[config.mk]
export PLATFORM = sky130hd
export DESIGN_NAME = uart_ack_framer
export DESIGN_NICKNAME = d
export VERILOG_FILES = /design/src/rtl/uart_ack_framer_pkg.sv /design/src/rtl/uart_ack_framer_fifo.sv /design/src/rtl/uart_ack_framer.sv
export SDC_FILE = /design/constraint.sdc
export NUM_CORES = 1
export LEC_CHECK = 0
export CORE_MARGIN = 3
export CORE_UTILIZATION = 41
export CTS_CLUSTER_DIAMETER = 80
export CTS_CLUSTER_SIZE = 20
export DETAILED_ROUTE_END_ITERATION = 7
export PLACE_DENSITY = 0.67
export SLEW_MARGIN = 20
export SYNTH_ARGS = -nofsm -noshare
export SYNTH_HDL_FRONTEND = slang
export SYNTH_SLANG_ARGS = --single-unit
[constraint.sdc]
create_clock -name clk -period 3.2 [get_ports clk]
set_clock_uncertainty 0.05 [all_clocks]
set_input_delay 0.8 -clock clk [delete_from_list [all_inputs] [get_ports clk]]
set_output_delay 0.8 -clock clk [all_outputs]
set_load 0.03 [all_outputs]
[src/rtl/uart_ack_framer_pkg.sv]
`default_nettype none
// ============================================================================
// Module      : uart_ack_framer_pkg
// Description : Shared definitions for the UART acknowledgement framer:
//               frame header, frame length, FSM states, queued-event layout.
//               Optional feature macro: ACK_CHECKSUM_EN (adds CHK byte).
// Revision    : 1.0 - initial release
// ============================================================================
package uart_ack_framer_pkg;

    localparam logic [7:0] ACK_HEADER = 8'hA5;

`ifdef ACK_CHECKSUM_EN
    localparam int unsigned ACK_FRAME_BYTES = 4;
`else
    localparam int unsigned ACK_FRAME_BYTES = 3;
`endif

    typedef enum logic [2:0] {
        ST_IDLE  = 3'd0,
        ST_LOAD  = 3'd1,
        ST_START = 3'd2,
        ST_DATA  = 3'd3,
        ST_STOP  = 3'd4,
        ST_NEXT  = 3'd5
    } ack_state_e;

    typedef struct packed {
        logic [3:0] ctrl;
        logic [3:0] value;
        logic [7:0] status;
    } ack_event_t;

`ifdef ACK_CHECKSUM_EN
    // XOR of every byte that precedes the checksum slot
    function automatic logic [7:0] ack_checksum(input ack_event_t ev);
        return ACK_HEADER ^ {ev.ctrl, ev.value} ^ ev.status;
    endfunction
`endif

endpackage
`default_nettype wire

[src/rtl/uart_ack_framer_fifo.sv]
`default_nettype none
// ============================================================================
// Module      : ack_fifo
// Description : Synchronous FIFO with full/empty flags. A push while full is
//               accepted only when a pop happens in the same cycle.
// Revision    : 1.0 - initial release
// ============================================================================
module ack_fifo #(
    parameter int unsigned DEPTH = 4,
    parameter int unsigned WIDTH = 16
) (
    input  logic             clk,
    input  logic             rst,
    input  logic             i_push,
    input  logic [WIDTH-1:0] i_wdata,
    input  logic             i_pop,
    output logic [WIDTH-1:0] o_rdata,
    output logic             o_full,
    output logic             o_empty
);

    localparam int unsigned ADDR_W = $clog2(DEPTH);
    localparam logic [ADDR_W:0] PTR_ONE = (ADDR_W + 1)'(1);

    logic [WIDTH-1:0] mem_q [DEPTH];
    logic [ADDR_W:0]  wr_ptr_q, wr_ptr_d;
    logic [ADDR_W:0]  rd_ptr_q, rd_ptr_d;
    logic             w_do_push;
    logic             w_do_pop;

    // Extra pointer MSB distinguishes full from empty when the indices match
    assign o_empty   = (wr_ptr_q == rd_ptr_q);
    assign o_full    = (wr_ptr_q[ADDR_W] != rd_ptr_q[ADDR_W]) &&
                       (wr_ptr_q[ADDR_W-1:0] == rd_ptr_q[ADDR_W-1:0]);
    assign w_do_pop  = i_pop && !o_empty;
    assign w_do_push = i_push && (!o_full || w_do_pop);
    assign o_rdata   = mem_q[rd_ptr_q[ADDR_W-1:0]];

    // Pointer advance
    always_comb begin
        wr_ptr_d = wr_ptr_q;
        rd_ptr_d = rd_ptr_q;
        if (w_do_push) wr_ptr_d = wr_ptr_q + PTR_ONE;
        if (w_do_pop)  rd_ptr_d = rd_ptr_q + PTR_ONE;
    end

    // Pointer registers
    always_ff @(posedge clk) begin
        if (rst) begin
            wr_ptr_q <= '0;
            rd_ptr_q <= '0;
        end else begin
            wr_ptr_q <= wr_ptr_d;
            rd_ptr_q <= rd_ptr_d;
        end
    end

    // Storage array; contents need no reset since the pointers gate reads
    always_ff @(posedge clk) begin
        if (w_do_push) mem_q[wr_ptr_q[ADDR_W-1:0]] <= i_wdata;
    end

endmodule
`default_nettype wire

[src/rtl/uart_ack_framer.sv]
`default_nettype none
// ============================================================================
// Module      : uart_ack_framer
// Description : Queues command acknowledgement events and sends each as a
//               byte frame (A5, CMD, STATUS[, CHK]) on an 8N1 UART TX line.
//               Optional feature macro: ACK_CHECKSUM_EN (4-byte frame).
// Revision    : 1.0 - initial release
// ============================================================================
module uart_ack_framer
    import uart_ack_framer_pkg::*;
#(
    parameter int unsigned CLK_FREQ   = 50_000_000,
    parameter int unsigned BAUD_RATE  = 115200,
    parameter int unsigned FIFO_DEPTH = 4
) (
    input  logic       clk,
    input  logic       rst,
    input  logic       ack_valid,
    input  logic [3:0] ack_ctrl,
    input  logic [3:0] ack_value,
    input  logic [7:0] ack_status,
    output logic       uart_tx,
    output logic       busy,
    output logic [7:0] overflow_cnt
);

    localparam int unsigned BAUD_DIV = CLK_FREQ / BAUD_RATE;
    localparam int unsigned CNT_W    = (BAUD_DIV > 1) ? $clog2(BAUD_DIV) : 1;
    localparam logic [CNT_W-1:0] CNT_LAST = CNT_W'(BAUD_DIV - 1);
    localparam logic [CNT_W-1:0] CNT_ONE  = CNT_W'(1);
    localparam logic [1:0] LAST_BYTE = 2'(ACK_FRAME_BYTES - 1);

    ack_state_e       state_q, state_d;
    logic [CNT_W-1:0] cnt_q, cnt_d;
    logic [2:0]       bit_idx_q, bit_idx_d;
    logic [1:0]       byte_idx_q, byte_idx_d;
    ack_event_t       frame_q, frame_d;
    logic             tx_q, tx_d;
    logic             busy_q, busy_d;
    logic [7:0]       ovf_q, ovf_d;

    ack_event_t       w_wr_ev;
    ack_event_t       w_rd_ev;
    logic             w_fifo_full;
    logic             w_fifo_empty;
    logic             w_push;
    logic             w_pop;
    logic             w_tick;
    logic [7:0]       w_cur_byte;

    assign w_wr_ev = {ack_ctrl, ack_value, ack_status};
    assign w_pop   = (state_q == ST_LOAD);
    // A full FIFO still takes the event if the engine pops in the same cycle
    assign w_push  = ack_valid && !rst && (!w_fifo_full || w_pop);
    assign w_tick  = (cnt_q == CNT_LAST);

    ack_fifo #(
        .DEPTH (FIFO_DEPTH),
        .WIDTH (16)
    ) u_fifo (
        .clk     (clk),
        .rst     (rst),
        .i_push  (w_push),
        .i_wdata (w_wr_ev),
        .i_pop   (w_pop),
        .o_rdata (w_rd_ev),
        .o_full  (w_fifo_full),
        .o_empty (w_fifo_empty)
    );

    // Byte mux: select the frame byte addressed by the byte index
    always_comb begin
        w_cur_byte = ACK_HEADER;
        case (byte_idx_q)
            2'd1:    w_cur_byte = {frame_q.ctrl, frame_q.value};
            2'd2:    w_cur_byte = frame_q.status;
`ifdef ACK_CHECKSUM_EN
            2'd3:    w_cur_byte = ack_checksum(frame_q);
`endif
            default: w_cur_byte = ACK_HEADER;
        endcase
    end

    // Next-state, bit timer and frame bookkeeping
    always_comb begin
        state_d    = state_q;
        cnt_d      = cnt_q + CNT_ONE;
        bit_idx_d  = bit_idx_q;
        byte_idx_d = byte_idx_q;
        frame_d    = frame_q;
        case (state_q)
            ST_IDLE: begin
                cnt_d = '0;
                if (!w_fifo_empty) state_d = ST_LOAD;
            end
            ST_LOAD: begin
                cnt_d      = '0;
                frame_d    = w_rd_ev;
                byte_idx_d = 2'd0;
                bit_idx_d  = 3'd0;
                state_d    = ST_START;
            end
            ST_START: begin
                if (w_tick) begin
                    cnt_d     = '0;
                    bit_idx_d = 3'd0;
                    state_d   = ST_DATA;
                end
            end
            ST_DATA: begin
                if (w_tick) begin
                    cnt_d = '0;
                    if (bit_idx_q == 3'd7) state_d = ST_STOP;
                    else                   bit_idx_d = bit_idx_q + 3'd1;
                end
            end
            ST_STOP: begin
                if (w_tick) begin
                    cnt_d   = '0;
                    state_d = ST_NEXT;
                end
            end
            ST_NEXT: begin
                cnt_d = '0;
                if (byte_idx_q != LAST_BYTE) begin
                    byte_idx_d = byte_idx_q + 2'd1;
                    state_d    = ST_START;
                end else if (!w_fifo_empty) begin
                    state_d = ST_LOAD;
                end else begin
                    state_d = ST_IDLE;
                end
            end
            default: begin
                cnt_d   = '0;
                state_d = ST_IDLE;
            end
        endcase
    end

    // Registered line level, busy flag and saturating drop counter
    always_comb begin
        tx_d = 1'b1;
        if (state_d == ST_START)     tx_d = 1'b0;
        else if (state_d == ST_DATA) tx_d = w_cur_byte[bit_idx_d];
        busy_d = (state_d != ST_IDLE) || !w_fifo_empty;
        ovf_d  = ovf_q;
        if (ack_valid && !w_push && (ovf_q != 8'hFF)) ovf_d = ovf_q + 8'd1;
    end

    // State and output registers
    always_ff @(posedge clk) begin
        if (rst) begin
            state_q    <= ST_IDLE;
            cnt_q      <= '0;
            bit_idx_q  <= 3'd0;
            byte_idx_q <= 2'd0;
            frame_q    <= '0;
            tx_q       <= 1'b1;
            busy_q     <= 1'b0;
            ovf_q      <= 8'd0;
        end else begin
            state_q    <= state_d;
            cnt_q      <= cnt_d;
            bit_idx_q  <= bit_idx_d;
            byte_idx_q <= byte_idx_d;
            frame_q    <= frame_d;
            tx_q       <= tx_d;
            busy_q     <= busy_d;
            ovf_q      <= ovf_d;
        end
    end

    assign uart_tx      = tx_q;
    assign busy         = busy_q;
    assign overflow_cnt = ovf_q;

endmodule
`default_nettype wire

### Yosys cells after proc, flatten, opt, wreduce, memory -nomap -nowiden

Memory sizes are Yosys's and may differ from the RTL's. A register that Yosys moved wholly into a read port is not among the register bits.
Cells that the tools add are included.

| storage, ports and cells | value |
|---|---|
| register bits after elaboration | 33 |
| latch bits | 0 |
| memory bits (writable) | 64 |
| ROM bits | 0 |
| bits of input ports | 19 |
| output and inout bits | 10 |
| word-level logic and storage cells | 76 |
| memories kept | 1 |

Memories:

| memory | depth | width | rd ports | clocked after memory_dff | write ports | line | source |
|---|---|---|---|---|---|---|---|
| u_fifo.mem_q | 4 | 16 | 1 | 1 | 1 | uart_ack_framer_fifo.sv:25 | `logic [WIDTH-1:0] mem_q [DEPTH];` |

| cells by class | value |
|---|---|
| add/sub/neg operators | 6 |
| $mul | 0 |
| divide/modulo/power cells | 0 |
| magnitude comparators | 1 |
| eq/ne operators | 17 |
| shift operators | 0 |
| multiplexer cells | 21 |
| bitwise gates (word level) | 1 |
| reduce and logical (&&, ||, !) cells | 20 |

Operator list:

| operator | count |
|---|---|
| $mux W3 | 8 |
| $pmux W3 S6 | 1 |
| $pmux W8 S2 | 1 |
| $eq A3 B2 Y1 const B | 4 |
| $add A3 B1 Y3 const B | 3 |
| $add A9 B1 Y9 const B | 1 |
| $eq A3 B3 Y1 const B | 3 |
| $eq A9 B9 Y1 const B | 1 |
| $pmux W3 S3 | 1 |
| $add A8 B1 Y8 const B | 1 |
| $ne A8 B8 Y1 const B | 1 |
| $logic_and A1 B1 Y1 | 7 |
| $mux W1 | 6 |
| $reduce_or A3 Y1 | 2 |
| $logic_not A1 Y1 | 4 |
| $lt A3 B4 Y1 const B | 1 |
| $mux W2 | 2 |
| $ne A2 B2 Y1 const B | 2 |
| $pmux W2 S2 | 1 |
| $bmux W1 S3 | 1 |
| $eq A3 B1 Y1 const B | 1 |
| $eq A3 B3 Y1 | 1 |
| $logic_not A3 Y1 | 1 |
| $logic_or A1 B1 Y1 | 3 |
| other kinds (9) | 9 |

### Longest topological paths before layout

Gate-level depths: netlist of run 1.

| logic depth | value |
|---|---|
| depth after elaboration | 8 |
| depth in mapped cells | 11 |
| depth with buffers taken out | 10 |

### Cells and area by module

A second synthesis of run 1 with hierarchy kept.

| unflattened totals | value |
|---|---|
| cells, all modules | 387 |
| area, all modules | 4,954.8 µm² |

Modules (own cells, without submodules):

| module | times used | cells an instance | area each (µm²) | sequential area each (µm²) |
|---|---|---|---|---|
| ack_fifo | 1 | 139 | 2,852.7 | 2,082.0 |
| uart_ack_framer | 1 | 248 | 2,102.0 | 860.8 |

### Least setup slack after synthesis of run 1

OpenSTA, ideal clock, no wires.

| path | value |
|---|---|
| path kind | reg2reg |
| start point | register cnt_q[1] |
| end point | register tx_q, in the netlist uart_tx |
| arrival time | 2.284 ns |
| data required time | 3.055 ns |
| path slack | 0.770 ns |
| cell stages (with the launch flop) | 12 |
| path buffers | 1 |
| clock period less this slack | 2.430 ns |
| path through | dfxtp_1 > inv_1 > ha_1 > and4bb_1 > and2_1 > a21oi_1 > and2_4 > buf_6 > mux2_4 > a311o_1 > a21o_1 > o311ai_1 |

| between the ends | value |
|---|---|
| longest elaborated chain between the ends | 7 |
| elaborated cells between the ends (all ways) | 14 |

RTL lines:

| what | line | source |
|---|---|---|
| start, declared | uart_ack_framer.sv:34 | `logic [CNT_W-1:0] cnt_q, cnt_d;` |
| start signal, assigned | uart_ack_framer.sv:164 | `cnt_q <= cnt_d;` |
| $eq A9 B9 Y1 * | uart_ack_framer.sv:55 | `assign w_tick = (cnt_q == CNT_LAST);` |
| $mux W3, on equally long branches | uart_ack_framer.sv:111, uart_ack_framer.sv:104 |  |
| $pmux W3 S3 | uart_ack_framer.sv:91 | `case (state_q)` |
| $bmux W1 S3 | uart_ack_framer.sv:145 | `else if (state_d == ST_DATA) tx_d = w_cur_byte[bit_idx_d];` |
| $mux W1 (implied by the code) | uart_ack_framer.sv:145 |  |
| $mux W1 | uart_ack_framer.sv:145 |  |
| $mux W1 * | uart_ack_framer.sv:144 | `if (state_d == ST_START) tx_d = 1'b0;` |
| end signal, assigned | uart_ack_framer.sv:168 | `tx_q <= tx_d;` |
| end, declared | uart_ack_framer.sv:38 | `logic tx_q, tx_d;` |

Mark *: on every way between the ends. The rest lies on a longest branch, timed or not. The select of a mux whose other input is x is not followed.
A chain may end at the register's enable or synchronous reset.

### Worst setup path in the final report of run 1

Ends and elaborated chain as after synthesis.

==> metrics.md, run 1 <==
| Metric | Value |
|---|---|
| Synthesized Nets | `405` |
| Area share of the largest cell type after synthesis | `0.409` |
| Tcrit/Tclk final | `0.845` |
| Number of enable flip-flop cells after synthesis | `64` |
| Endpoints failing setup | `0` |
| Slew Limit Fails | `0` |
| Post-synthesis sequential area ratio | `0.618` |
| Final wirelength | `8650 um` |
| # fillers | `965` |
| Sw Ratio | `0.250` |
| Router iterations before antenna repair | `4` |
| CTS tree | `built` |
| Hold Path Stages | `2` |
| RSZ-0062 raised after global routing | `no` |
| Post-DP HPWL | `5520 um` |
| CTS H-tree depth | `4` |
| Post-CTS resize count | `0` |
| Final ANT Viol Nets | `0` |
| Gate Count Post-Synth | `375` |
| HP Class | `register to register` |
| R2R cell count | `10` |
| Worst-Skew Late Latency | `410 ps` |
| Chip height | `113 um` |
| Critical path class | `register to register` |
| Transition time of the tightest slew-check pin | `642 ps` |
| Post-Syn Area per Cell | `12.5 um^2` |
| Req. time, crit path | `3460 ps` |
| Power Dens Cells | `690 nW/um^2` |
| Top cells by area, synth | `edfxtp_1 (41%), dfxtp_1 (21%), mux4_2 (7.7%)` |
| Worst Setup End Kind | `register` |
| Die ar. | `12800 um^2` |
| Reg power frac | `0.426` |
| Post-synth top area cell | `edfxtp_1` |
| Via count | `2942` |
| Largest net degree at the start of global routing | `40` |
| Post-Layout Inst Area | `5720 um^2` |
| Io pins | `29` |
| Async set-reset flop share out of synthesis | `0` |
| Final Util | `0.518` |
| Pint | `2960 uW` |
| DRC violations left | `0` |
| Row Count | `38` |
| Setup crit start kind | `register` |
| CTS Buf Count | `17` |
| TNS Setup | `0 ps` |
| Rel. slew slack | `0.569` |
| Total gr overflow | `0` |
| Status | `completed` |
| Synthesized area | `4700 um^2` |
| CTS Buffer Depth | `2` |
| Minimum clock period | `2700 ps` |
| Critical Path Fanout Max | `5` |
| Seq cells post-synth | `113` |
| Unique masters post-synth | `49` |
| Max Cap Viol | `0` |
| Nets | `441` |
| CTS sink count | `113` |
| Starting density of the core | `0.426` |
| Yosys warns | `0` |
| Clock power frac | `0.467` |
| Core area | `11000 um^2` |
| P_sw | `987 uW` |
| Post-synth top cells | `edfxtp_1 (64), nand2_1 (54), dfxtp_1 (49)` |
| Placed Area | `5130 um^2` |
| Hold Buf Count CTS | `0` |
| 1st-iter DRT viols | `173` |
| F_max | `370 MHz` |
| First-pass GRT wire length | `14500 um` |
| Worst endpoint data arrival time | `2970 ps` |
| Via-to-Cell Ratio | `5.22` |
| Initial antenna violation count | `0` |
| VDD IR-drop max | `519 uV` |
| Number of buffers added on ports | `28` |
| Leakage | `0.00191 uW` |
| Postcts setup bufs | `0` |
| Via count of the first global-routing pass | `2949` |
| CTS Root Cell | `clkbuf_16` |
| GRT Util Overall | `0.148` |
| Diodes inserted | `0` |
| WL/cell | `15.3 um` |
| Most used DFF post-synth | `edfxtp_1` |
| Clk slew on worst S/H paths | `50 ps` |
| Layout area overhead | `21.7%` |
| RePlAce Congestion | `0.801` |
| Most numerous cell in the Yosys netlist | `edfxtp_1` |
| Die W | `113 um` |
| Combinational share of power | `0.107` |
| Share of cells above drive strength 1 | `0.144` |
| Final hold vios | `0` |
-- worst max-delay path, stage by stage, from the launching register on --
cell and delay (ps):
dfxtp_1 360, inv_1 60, ha_1 190, and4bb_1 240, and2_1 220, a21oi_1 370, and2_4 260, mux2_4 300
a311o_1 310, a21o_1 180, o311ai_1 80
-- metrics by stage --
step,setup WS [ps],std cells,hold WS (ps),total power (uW)
CTS,498,564,407,3990
global placement,627,532,398,2130
finish,496,564,402,3950
floorplan,770,375,383,2010
detailed placement,564,532,399,2140
global route,310,564,418,4100
-- power by group through the flow --
stage | clock (uW) | combinational, uW | sequential (uW)
finish | 1840 | 423 | 1680
global placement | 0 | 421 | 1710
global route | 1930 | 478 | 1690
floorplan | 0 | 307 | 1700
CTS | 1880 | 434 | 1680
detailed placement | 0 | 431 | 1710
-- final cells by class --
cell class | count | area (um^2) | share of cell area
clock buffer | 18 | 429 | 0.0750
clock inverter | 14 | 156 | 0.0273
inverter | 6 | 22.5 | 0.00394
multi-input combinational | 237 | 1690 | 0.296
sequential | 113 | 2900 | 0.508
tap | 140 | 175 | 0.0306
timing repair buffer | 36 | 340 | 0.0595
-- state kept, by name (all words and copies together) (netlist names), 3 cells and up --
signal           count
overflow_cnt         8
cnt_q                9
u_fifo.rd_ptr_q      3
frame_q             16
u_fifo.mem_q        64
state_q              3
u_fifo.wr_ptr_q      3
bit_idx_q            3
-- cells by family (layout without fill, tap and decap cells) --
group                    count (synthesis)  in the layout  synth area share
AO/OA/AOI/OAI                           55             55            0.0761
XOR/XNOR                                18             18            0.0335
multiplexers                            23             23            0.0937
buffers and inverters                   25             74            0.0224
AND/OR/NAND/NOR                        130            130             0.127
adder cells (fa/ha/maj)                 11             11            0.0293
flip-flops                             113            113             0.618
-- final timing paths --
kind | to | slack, ps | from
worst max-delay path | uart_tx | 500 | cnt_q[1]
worst min-delay path | frame_q[11] | 400 | frame_q[11]
worst max register to register | uart_tx | 500 | cnt_q[1]
worst min register to register | frame_q[11] | 400 | frame_q[11]
-- placed cells by master, fill, tap and decap left out, drive strengths merged, types with 2 or more instances in the layout --
cell and n:
nor2 35, edfxtp 64, bufinv 2, mux2i 5, o21ai 6, ha 11, xnor2 9, mux4 16
nand3b 2, clkinvlp 3, nand4 6, and2 6, a211oi 2, a31oi 3, clkbuf 18, o311ai 2
a221oi 2, inv 10, o21ba 2, a22oi 3, xor2 9, mux2 2, a21oi 24, a41oi 2
clkinv 5, buf 8, or3 3, clkdlybuf4s50 28, and3 5, nand3 7, nand2 54, dfxtp 49
nor2b 4
-- routing by layer --
layer,vias up,global-route usage,part of all wire
met4,0,0.0785,0.027
met1,1421,0.187,0.46
met3,20,0.0444,0.036
met2,52,0.229,0.48
li1,1449,-,-
met5,-,0,0
(Power assumes the default switching activity.)
==> inputs of run 2 (changes only) <==
- clock period: 3.2 -> 2.8 ns (I/O delays scaled with it)
==> run 2 against run 1 <==
Global-route usage shrank 0.70 points; maximum frequency increased by 10%; setup slack lost 140 ps; via count up 0.20%; cell count up 0.71%; core utilization rose by 0.66 points; final area rose by 1.3%; sequential cell count unchanged; combinational power increased by 21%; wire length fell by 2.0%; worst hold slack improved by 3.8 ps; critical path type unchanged; critical endpoint unchanged; largest cell class unchanged; largest power group unchanged.
==> metrics.md, run 2 (synthesis results as in run 1) <==
| Metric | Value |
|---|---|
| # fillers | `960` |
| Hold Path Stages | `2` |
| Total gr overflow | `0` |
| Nets | `445` |
| Final hold vios | `0` |
| Reg-to-Reg Start | `cnt_q[1]` |
| CTS Buf Count | `17` |
| Layout area overhead | `23.2%` |
| PnR Total Power | `4650 uW` |
| Starting density of the core | `0.426` |
| VDD IR-drop max | `665 uV` |
| Slew Limit Fails | `0` |
| Largest net degree at the start of global routing | `29` |
| Chip height | `113 um` |
| Critical path class | `register to register` |
| Status | `completed` |
| Most frequent cells in the layout | `edfxtp_1 (64), nand2_1 (54), dfxtp_1 (49)` |
| CTS tree | `built` |
| Final ANT Viol Nets | `0` |
| Power Dens Cells | `802 nW/um^2` |
| Leakage | `0.00195 uW` |
| Number of buffers added on ports | `28` |
| CTS Root Cell | `clkbuf_16` |
| Critical Path Fanout Max | `7` |
| Hold WS | `406 ps` |
| Most common cell after layout, fill and taps aside | `edfxtp_1` |
| Row Count | `38` |
| Postcts setup bufs | `0` |
| Max Cap Viol | `0` |
| FF-to-FF setup slack | `350 ps` |
| Worst endpoint data arrival time | `2690 ps` |
| Worst Setup End Kind | `register` |
| Max reg flops | `64` |
| Via count | `2948` |
| Initial antenna violation count | `0` |
| GRT Util Overall | `0.141` |
| Worst hold start | `frame_q[4]` |
| Post-DP HPWL | `5510 um` |
| Setup crit start kind | `register` |
| Post-CTS resize count | `0` |
| DRC violations left | `0` |
| RSZ-0062 raised after global routing | `no` |
| Endpoints failing setup | `0` |
| Worst-Skew Late Latency | `400 ps` |
| CTS Buffer Depth | `2` |
| WL/cell | `14.9 um` |
| Core area | `11000 um^2` |
| F_max | `409 MHz` |
| HP Class | `register to register` |
| Diodes inserted | `0` |
| Minimum clock period | `2450 ps` |
| CTS sink count | `113` |
| First-pass GRT wire length | `14300 um` |
| Req. time, crit path | `3050 ps` |
| RePlAce Congestion | `0.757` |
| Io pins | `29` |
| Tcrit/Tclk final | `0.874` |
| Router iterations before antenna repair | `5` |
| Clk slew on worst S/H paths | `50 ps` |
| Hold EP | `frame_q[4]` |
| Die W | `113 um` |
| Transition time of the tightest slew-check pin | `719 ps` |
| Hold Buf Count CTS | `0` |
| TNS Setup | `0 ps` |
| Die ar. | `12800 um^2` |
| Post-Place Cells | `536` |
| Rel. slew slack | `0.517` |
| R2r endpoint | `uart_tx` |
| Non-Filler Instances | `568` |
| Share of cells above drive strength 1 | `0.147` |
| CTS H-tree depth | `4` |
| Final wirelength | `8480 um` |
| Via count of the first global-routing pass | `2922` |
| Via-to-Cell Ratio | `5.19` |
| 1st-iter DRT viols | `211` |
| R2R cell count | `10` |
==> run 2: cell count changes in the layout (fill, tap and decap cells not counted) <==
| cell | previous run | this run |
|---|---|---|
| clkinv_1 | 1 | 4 |
| clkinv_4 | 4 | 2 |
| bufinv_16 | 2 | 4 |
| buf_4 | 8 | 11 |
| clkbuf_1 | 1 | 0 |
| inv_6 | 4 | 2 |
| buf_12 | 0 | 1 |
| clkinvlp_4 | 3 | 2 |
| clkinv_2 | 0 | 1 |
==> run 2: how the worst max path moves through the flow <==
| stage | depth (start not counted) | end | slack, ps | from |
|---|---|---|---|---|
| 6_report | 10 | uart_tx | 350 | cnt_q[1] |
| 3_5_place_dp | 7 | overflow_cnt[7] | 300 | ack_valid |
| 2_1_floorplan | 11 | uart_tx | 370 | cnt_q[1] |
| 4_1_cts | 10 | uart_tx | 330 | cnt_q[1] |
| 3_3_place_gp | 7 | overflow_cnt[5] | 330 | ack_valid |
| 5_1_grt | 9 | uart_tx | 140 | cnt_q[1] |
==> run 2: metrics by stage <==
step	util	setup WS (ps)	area, um^2
floorplan	-	370	4700
global placement	0.469	327	5180
detailed placement	0.469	301	5180
CTS	0.525	330	5790
global route	0.525	144	5790
finish	0.525	353	5790
==> run 2: layout make-up <==
type | count | area [um^2] | area share
Timing Repair Buffer | 40 | 383 | 0.0661
Clock buffer | 17 | 425 | 0.0735
Tap cell | 140 | 175 | 0.0302
Clock inverter | 15 | 190 | 0.0328
Sequential cell | 113 | 2900 | 0.501
Inverter | 6 | 22.5 | 0.00389
Multi-Input combinational cell | 237 | 1690 | 0.292
==> run 2: critical path: stages, from the launching register on <==
cell      delay (ps)
dfxtp_1          340
inv_1             50
ha_1             170
and4bb_1         220
nand4_1          110
mux2_4           350
and2_4           180
mux2_4           300
a311o_1          320
a21o_1           180
o311ai_1          80
==> run 2: routing by layer <==
layer | track usage | routed length (um) | up-vias
li1 | - | - | 1449
met1 | 0.184 | 4080 | 1430
met2 | 0.223 | 3990 | 59
met3 | 0.0417 | 333 | 10
met4 | 0.0513 | 75 | 0
met5 | 0 | 0 | -
==> run 2: where the power goes <==
| part | switching, uW | leakage, uW | total [uW] | internal, uW |
|---|---|---|---|---|
| sequential | 61.8 | 0.000979 | 1920 | 1850 |
| combinational | 286 | 0.000680 | 510 | 224 |
| clock | 739 | 0.000294 | 2220 | 1480 |
| total | 1090 | 0.00195 | 4650 | 3560 |
